==> src/rtl/m_control_decode.sv <==
// m_control_decode
// ----------------
// RV32I decode stage between fetch and execute. Accepts one instruction word
// plus its PC over a valid/ready handshake. It decodes the operation class,
// funct3, the alt bit, rd, write-back enable and the sign-extended immediate.
// It also samples both register-file operands. The result is held in one
// output register for execute. Unsupported encodings are flagged as illegal
// but still flow through the handshake. A flush from branch resolution drops
// both the held instruction and any instruction offered in the same cycle.
//
// Ports:
//   clk, nrst          clock, asynchronous active-low reset
//   flush              discard held and incoming instruction
//   in_valid/in_ready  handshake with fetch; in_instr, in_pc are its payload
//   rs1_addr/rs2_addr  register-file read addresses, combinational from in_instr
//   rs1_data/rs2_data  register-file read data, combinational
//   out_valid/out_ready handshake with execute
//   out_pc, out_class, out_funct3, out_alt, out_rd, out_wb_en,
//   out_imm, out_rs1, out_rs2, out_illegal   decoded instruction fields
module m_control_decode #(
    parameter int XLEN = 32
) (
    input  logic            clk,
    input  logic            nrst,
    input  logic            flush,
    input  logic            in_valid,
    output logic            in_ready,
    input  logic [31:0]     in_instr,
    input  logic [XLEN-1:0] in_pc,
    output logic [4:0]      rs1_addr,
    output logic [4:0]      rs2_addr,
    input  logic [XLEN-1:0] rs1_data,
    input  logic [XLEN-1:0] rs2_data,
    output logic            out_valid,
    input  logic            out_ready,
    output logic [XLEN-1:0] out_pc,
    output logic [3:0]      out_class,
    output logic [2:0]      out_funct3,
    output logic            out_alt,
    output logic [4:0]      out_rd,
    output logic            out_wb_en,
    output logic [XLEN-1:0] out_imm,
    output logic [XLEN-1:0] out_rs1,
    output logic [XLEN-1:0] out_rs2,
    output logic            out_illegal
);

    localparam logic [0:0] ST_EMPTY = 1'b0;
    localparam logic [0:0] ST_FULL  = 1'b1;

    localparam logic [6:0] OPC_LUI      = 7'b0110111;
    localparam logic [6:0] OPC_AUIPC    = 7'b0010111;
    localparam logic [6:0] OPC_JAL      = 7'b1101111;
    localparam logic [6:0] OPC_JALR     = 7'b1100111;
    localparam logic [6:0] OPC_BRANCH   = 7'b1100011;
    localparam logic [6:0] OPC_LOAD     = 7'b0000011;
    localparam logic [6:0] OPC_STORE    = 7'b0100011;
    localparam logic [6:0] OPC_OP_IMM   = 7'b0010011;
    localparam logic [6:0] OPC_OP       = 7'b0110011;
    localparam logic [6:0] OPC_MISC_MEM = 7'b0001111;
    localparam logic [6:0] OPC_SYSTEM   = 7'b1110011;

    localparam logic [3:0] CL_LUI      = 4'd0;
    localparam logic [3:0] CL_AUIPC    = 4'd1;
    localparam logic [3:0] CL_JAL      = 4'd2;
    localparam logic [3:0] CL_JALR     = 4'd3;
    localparam logic [3:0] CL_BRANCH   = 4'd4;
    localparam logic [3:0] CL_LOAD     = 4'd5;
    localparam logic [3:0] CL_STORE    = 4'd6;
    localparam logic [3:0] CL_OP_IMM   = 4'd7;
    localparam logic [3:0] CL_OP       = 4'd8;
    localparam logic [3:0] CL_MISC_MEM = 4'd9;
    localparam logic [3:0] CL_SYSTEM   = 4'd10;
    localparam logic [3:0] CL_ILLEGAL  = 4'd15;

    localparam logic [6:0] F7_ZERO = 7'h00;
    localparam logic [6:0] F7_ALT  = 7'h20;

    // Immediate extraction, one function per RV32I format.
    function automatic logic signed [31:0] imm_i(input logic [31:0] ins);
        return $signed({{20{ins[31]}}, ins[31:20]});
    endfunction

    function automatic logic signed [31:0] imm_s(input logic [31:0] ins);
        return $signed({{20{ins[31]}}, ins[31:25], ins[11:7]});
    endfunction

    function automatic logic signed [31:0] imm_b(input logic [31:0] ins);
        return $signed({{19{ins[31]}}, ins[31], ins[7], ins[30:25], ins[11:8], 1'b0});
    endfunction

    function automatic logic signed [31:0] imm_u(input logic [31:0] ins);
        return $signed({ins[31:12], 12'b0});
    endfunction

    function automatic logic signed [31:0] imm_j(input logic [31:0] ins);
        return $signed({{11{ins[31]}}, ins[31], ins[19:12], ins[20], ins[30:21], 1'b0});
    endfunction

    logic [0:0]         state;
    logic [0:0]         state_next;
    logic               capture;

    logic [6:0]         opcode;
    logic [2:0]         funct3;
    logic [6:0]         funct7;
    logic [4:0]         rd;

    logic [3:0]         dec_class;
    logic               dec_bad;
    logic               dec_writes;
    logic               dec_alt;
    logic signed [31:0] dec_imm;
    logic [XLEN-1:0]    dec_rs1;
    logic [XLEN-1:0]    dec_rs2;

    assign opcode   = in_instr[6:0];
    assign funct3   = in_instr[14:12];
    assign funct7   = in_instr[31:25];
    assign rd       = in_instr[11:7];
    assign rs1_addr = in_instr[19:15];
    assign rs2_addr = in_instr[24:20];

    // x0 always reads as zero, whatever the register file returns.
    assign dec_rs1 = (rs1_addr == 5'd0) ? '0 : rs1_data;
    assign dec_rs2 = (rs2_addr == 5'd0) ? '0 : rs2_data;

    assign out_valid = (state == ST_FULL);
    assign in_ready  = !out_valid || out_ready;
    assign capture   = in_valid && in_ready && !flush;

    always_comb begin
        dec_class  = CL_ILLEGAL;
        dec_bad    = 1'b0;
        dec_writes = 1'b0;
        dec_alt    = 1'b0;
        dec_imm    = '0;
        unique case (opcode)
            OPC_LUI: begin
                dec_class  = CL_LUI;
                dec_imm    = imm_u(in_instr);
                dec_writes = 1'b1;
            end
            OPC_AUIPC: begin
                dec_class  = CL_AUIPC;
                dec_imm    = imm_u(in_instr);
                dec_writes = 1'b1;
            end
            OPC_JAL: begin
                dec_class  = CL_JAL;
                dec_imm    = imm_j(in_instr);
                dec_writes = 1'b1;
            end
            OPC_JALR: begin
                dec_class  = CL_JALR;
                dec_imm    = imm_i(in_instr);
                dec_writes = 1'b1;
                dec_bad    = (funct3 != 3'd0);
            end
            OPC_BRANCH: begin
                dec_class = CL_BRANCH;
                dec_imm   = imm_b(in_instr);
                dec_bad   = (funct3 == 3'd2) || (funct3 == 3'd3);
            end
            OPC_LOAD: begin
                dec_class  = CL_LOAD;
                dec_imm    = imm_i(in_instr);
                dec_writes = 1'b1;
                dec_bad    = (funct3 == 3'd3) || (funct3 == 3'd6) || (funct3 == 3'd7);
            end
            OPC_STORE: begin
                dec_class = CL_STORE;
                dec_imm   = imm_s(in_instr);
                dec_bad   = (funct3 > 3'd2);
            end
            OPC_OP_IMM: begin
                dec_class  = CL_OP_IMM;
                dec_imm    = imm_i(in_instr);
                dec_writes = 1'b1;
                // Only the right-shift form carries SRA/SRL in bit 30; for
                // every other OP_IMM that bit is just immediate data.
                dec_alt    = (funct3 == 3'd5) && in_instr[30];
                dec_bad    = ((funct3 == 3'd1) && (funct7 != F7_ZERO)) ||
                             ((funct3 == 3'd5) && (funct7 != F7_ZERO) && (funct7 != F7_ALT));
            end
            OPC_OP: begin
                dec_class  = CL_OP;
                dec_writes = 1'b1;
                dec_alt    = in_instr[30];
                dec_bad    = !((funct7 == F7_ZERO) ||
                               ((funct7 == F7_ALT) && ((funct3 == 3'd0) || (funct3 == 3'd5))));
            end
            OPC_MISC_MEM: begin
                dec_class = CL_MISC_MEM;
            end
            OPC_SYSTEM: begin
                dec_class = CL_SYSTEM;
                dec_imm   = imm_i(in_instr);
            end
            default: begin
                dec_bad = 1'b1;
            end
        endcase
        if (in_instr[1:0] != 2'b11) begin
            dec_bad = 1'b1;
        end
        if (dec_bad) begin
            dec_class  = CL_ILLEGAL;
            dec_writes = 1'b0;
        end
    end

    // Flush beats capture, capture beats drain.
    always_comb begin
        state_next = state;
        if (flush) begin
            state_next = ST_EMPTY;
        end else if (capture) begin
            state_next = ST_FULL;
        end else if ((state == ST_FULL) && out_ready) begin
            state_next = ST_EMPTY;
        end
    end

    // ---- decode -> execute register ----
    always_ff @(posedge clk or negedge nrst) begin
        if (!nrst) begin
            state       <= ST_EMPTY;
            out_pc      <= '0;
            out_class   <= '0;
            out_funct3  <= '0;
            out_alt     <= 1'b0;
            out_rd      <= '0;
            out_wb_en   <= 1'b0;
            out_imm     <= '0;
            out_rs1     <= '0;
            out_rs2     <= '0;
            out_illegal <= 1'b0;
        end else begin
            state <= state_next;
            if (capture) begin
                out_pc      <= in_pc;
                out_class   <= dec_class;
                out_funct3  <= funct3;
                out_alt     <= dec_alt;
                out_rd      <= rd;
                out_wb_en   <= dec_writes && (rd != 5'd0);
                out_imm     <= dec_imm;
                out_rs1     <= dec_rs1;
                out_rs2     <= dec_rs2;
                out_illegal <= dec_bad;
            end
        end
    end

endmodule

==> config.mk <==
export PLATFORM = sky130hd
export DESIGN_NAME = m_control_decode
export DESIGN_NICKNAME = d
export VERILOG_FILES = /design/src/rtl/m_control_decode.sv
export SDC_FILE = /design/constraint.sdc
export NUM_CORES = 1
export LEC_CHECK = 0
export CORE_ASPECT_RATIO = 1.2
export CORE_MARGIN = 2
export CORE_UTILIZATION = 35
export DETAILED_ROUTE_END_ITERATION = 6
export PLACE_DENSITY_LB_ADDON = 0.25
export SYNTH_ARGS = -nofsm -noshare
export SYNTH_HDL_FRONTEND = slang
export SYNTH_SLANG_ARGS = --single-unit
==> constraint.sdc <==
create_clock -name clk -period 1.95 [get_ports clk]
set_clock_uncertainty 0.15 [all_clocks]
set_input_delay 0.585 -clock clk [delete_from_list [all_inputs] [get_ports clk]]
set_output_delay 0.585 -clock clk [all_outputs]
set_load 0.03 [all_outputs]
# Word-level counts from Yosys, hierarchy flattened
# Index checks and enable logic that the tools add are counted.
# classes
eq_ne,20
muxes,13
reduce_logical,31
order_cmp,1
# op_table
op,n
32-bit one-hot mux with 5 select lines,1
32-bit two-way mux,2
4-bit one-hot mux with 11 select lines,1
"7-bit by 6-bit equality test with 1-bit output, second input constant",4
"7-bit equality test, second input constant",4
"7-bit by 5-bit equality test with 1-bit output, second input constant",2
5-bit zero test,2
"3-bit equality test, second input constant",3
1-bit logical AND,9
"7-bit by 2-bit equality test with 1-bit output, second input constant",1
"7-bit by 4-bit equality test with 1-bit output, second input constant",1
7-bit zero test,1
1-bit logical OR,7
"7-bit by 6-bit inequality test with 1-bit output, second input constant",1
1-bit one-hot mux with 7 select lines,1
7-bit nonzero test,1
7-bit OR reduction,1
"3-bit by 2-bit equality test with 1-bit output, second input constant",2
1-bit two-way mux,6
3-bit nonzero test,2
5-bit nonzero test,1
5-bit OR reduction,1
4-bit two-way mux,1
4-bit OR reduction,1
7 further kinds,9
# totals
inputBits,133
register_bits,144
out_inout_bits,155

# Depth between registers and ports, before layout
# logic_depth
word_depth,9
depth_mapped,8

# Worst setup path after synthesis
# OpenSTA, ideal clock, no wires.
# synth_timing
kind,register to register
from,register state (netlist: out_valid)
to,register out_imm[1]
t_required_ps,1673
period_less_slack_ps,2048
slack_ps,-98
arrival_ps,1771
path_stages_with_launch,9
setup_time_ps,127
path_cell_list,dfrtp_1 > nor2b_4 > inv_1 > nand3b_1 > buf_2 > buf_2 > buf_2 > a222oi_1 > inv_1
# synth_between
elab_chain_len,4
# synth_rtl
element,line_no,source
start: declaration,100,logic [0:0] state;
start signal: assignment,240,state <= state_next;
1-bit zero test,129,assign in_ready = !out_valid || out_ready;
1-bit logical OR,129,
via in_ready,27,"output logic in_ready,"
1-bit logical AND (2 in series),130,assign capture = in_valid && in_ready && !flush;
end signal: assignment,248,out_imm <= dec_imm;
end: declaration,42,"output logic [XLEN-1:0] out_imm,"
# The timed path passes the listed nets, and every way through them passes these cells.
# A chain may end at the register's enable or synchronous reset.

# Final worst setup path
# layout_timing
from,input port out_ready
to,output port in_ready
# layout_between
elab_chain_len,1
# layout_rtl
element,line_no,source
start: declaration,35,"input logic out_ready,"
1-bit logical OR,129,
end: declaration,27,
# No other way between the ends.

==> results.txt <==
Pint - 0.00609 W
GPL Wtd Cong - 0.818
Worst EP required - 1210 ps
Die Y-Extent - 148 microns
First-pass GRT wire length - 31100 microns
Root Buffer - clkbuf_16
Num CTS Buffers - 17
Area Growth Syn to Fin - 71.4%
Synthesized cell area - 0.00603 sq mm
RSZ-0062 raised after global routing - true
Skew-Pair Late Insertion Delay - 420 ps
Final cell count without fillers - 1172
Critical path launch point type - input port
Via count - 5817
EDFF count, synth - 0
Leakage dissipation - 5.09 nW
Antenna Nets Post-Route - 0
PwrDens - 886 mW/mm^2
Largest net degree at the start of global routing - 55
Switching power - 0.00307 W
Most frequent cells in the layout - nand2_1, dfrtp_1, clkdlybuf4s50_1, buf_4, clkdlybuf4s15_1
Final Setup Violations - 2
Synth cell types - 52
Total global routing overflow - 0
Worst Setup Path Type - input port to output pin
Vias/cell - 4.96
DP Area - 0.00981 sq mm
Fmax - 0.493 GHz
Worst-Margin Slew - 446 ps
Final WS setup - -77.6 ps
Max FO, Critical Path - 2
Die area - 0.0183 sq mm
Avg Cell Area, Syn - 10.5 sq um
Max-Cap Viols - 0
Clk pwr share - 33.3%
Synth top area share - 59.7%
Run status - finished with violations
CTS max path bufs - 2
Min-delay worst type - flip-flop to flip-flop
Synth area leader - dfrtp_1
Tmin final - 2030 ps
Antenna diodes - 0
Final Hold Viols - 0
Share of layout cells above drive strength 1 - 23.4%
# placed instances - 1127
Yosys reg bits - 144
GR Util All Layers - 22.2%
Row cnt - 52
Core Region - 0.0169 sq mm
Initial DRT Pass Iterations - 6
Failing checks - negative setup slack
Post-layout net count - 1076
Most common cell after layout, fill and taps aside - nand2_1
DRT Wirelength - 20100 microns
Comb power frac - 27.6%
Final Core Density - 61.4%
Chip width - 124 microns
Routed wire length per instance - 17.2 microns
Worst Setup End Kind - output pin
Clk sinks - 144
Initial antenna violation count - 0
Htree depth - 4
Iteration-0 DRC Markers - 223
Main flop type after synthesis - dfrtp_1
Filler instances - 1446
Clock transition at path regs - 60 ps
PortBufs - 287
CP arrival - 1290 ps
Gate Count Post-Synth - 575
Slew Limit Headroom - 70.3%
Yosys Warn Count - 0
Switching Share - 33.6%
DRC - 0
CTS tree - yes
I/O Pins - 288
Synth top area cells - dfrtp_1, a22o_1, nand2_1, nor2_1, a21oi_1
Final period util - 104%
Post-synthesis async set-or-reset flop share - 100%
Vias in the first global route - 6068
Design Area, Final - 0.0103 sq mm
Max-slew violations - 0
Hpwl dp - 14900 microns
Max VDD drop - 0.558 mV
Syn Nets - 708
Initial Util - 35.8%
Reg power frac - 39.1%
Sequential share of the synthesized area - 59.7%
-- repair_timing --
action                                 4_1_cts  5_1_grt
setup endpoints to repair                  249      145
cloned                                       1        1
hold buffers                                 1        0
resized for setup                          197      143
pin swaps                                    3       12
endpoints found under the hold margin       35        0
setup buffers                                1        9
-- cells in the mapped netlist, drive strengths merged, types with 2 or more instances --
cell type / instances
nand2: 152
dfrtp: 144
a22o: 67
buf: 41
nor2: 35
a21oi: 22
o21ai: 18
a211o: 10
nor3: 9
and3: 8
clkbuf: 8
inv: 8
nand2b: 5
nand3: 5
a222oi: 4
a31oi: 3
and2: 3
a21boi: 2
a41oi: 2
nand4: 2
nor2b: 2
nor3b: 2
o31ai: 2
o32ai: 2
-- metrics by stage --
step                power (W)  TNS (ps)  worst slack [ps]  hold WS, ps
floorplan             0.00491     -23.5             -23.5          139
global placement      0.00635    -63790              -623          306
detailed placement    0.00639    -66760              -630          315
CTS                   0.00921     -1230              -174          326
global route          0.00959      -618              -138          337
finish                0.00916      -110             -77.6          319
-- flip-flops by register name, summed over array words and instances, names as in the netlist --
register,flops
out_alt,1
out_class,4
out_funct3,3
out_illegal,1
out_imm,32
out_pc,32
out_rd,5
out_rs1,32
out_rs2,32
out_valid,1
out_wb_en,1
-- final timing paths --
path | from | to | slack, ps | cells after the start
max | out_ready | in_ready | -80 | 6
min in group asynchronous | nrst | out_class[2] | 510 | 2
min reg2reg | out_pc[12] | out_pc[12] | 320 | 2
max in group asynchronous | nrst | out_rs1[19] | 590 | 3
max reg2reg | out_valid | out_class[3] | 10 | 6
min | out_pc[12] | out_pc[12] | 320 | 2
-- cells by family (layout without fill, tap and decap cells) --
| kind of cell | count (synthesis) | after routing | synth area share [%] |
|---|---|---|---|
| buf+inv | 57 | 438 | 5.06 |
| simple gates | 231 | 231 | 16.8 |
| flops | 144 | 144 | 59.7 |
| xor+xnor | 2 | 2 | 0.290 |
| compound gates | 141 | 141 | 18.2 |
-- worst max-delay path, cell delays in order --
cell	delay, ps
clkdlybuf4s15_1	210
nor2b_4	140
buf_6	110
inv_4	30
buf_6	100
buf_8	120
-- final cells by class --
type / instances / area, sq um / share of cell area [%]
inverter: 8 / 32.5 / 0.315
clock inverter: 14 / 120 / 1.16
tap: 216 / 270 / 2.61
timing repair buffer: 398 / 3710 / 35.8
sequential: 144 / 3600 / 34.8
multi-input combinational: 374 / 2180 / 21.1
clock buffer: 18 / 429 / 4.15
-- power by group through the flow --
stage / Combinational (W) / Sequential [W] / Clock (W)
after floorplan: 0.000551 / 0.00436 / 0
after global placement: 0.00272 / 0.00362 / 0
after detailed placement: 0.00276 / 0.00363 / 0
after CTS: 0.00252 / 0.00358 / 0.00312
after global routing: 0.00269 / 0.00363 / 0.00327
final: 0.00253 / 0.00358 / 0.00305
-- per-layer routing --
metal | global-route usage (%) | part of all wire [%] | up-vias
met5 | 0 | 0 | -
met4 | 8.41 | 2.3 | 0
met3 | 7.33 | 8.8 | 35
met2 | 36.0 | 48 | 257
met1 | 27.2 | 41 | 2793
li1 | - | - | 2732
Note: power is estimated with default switching activity, not from simulation.
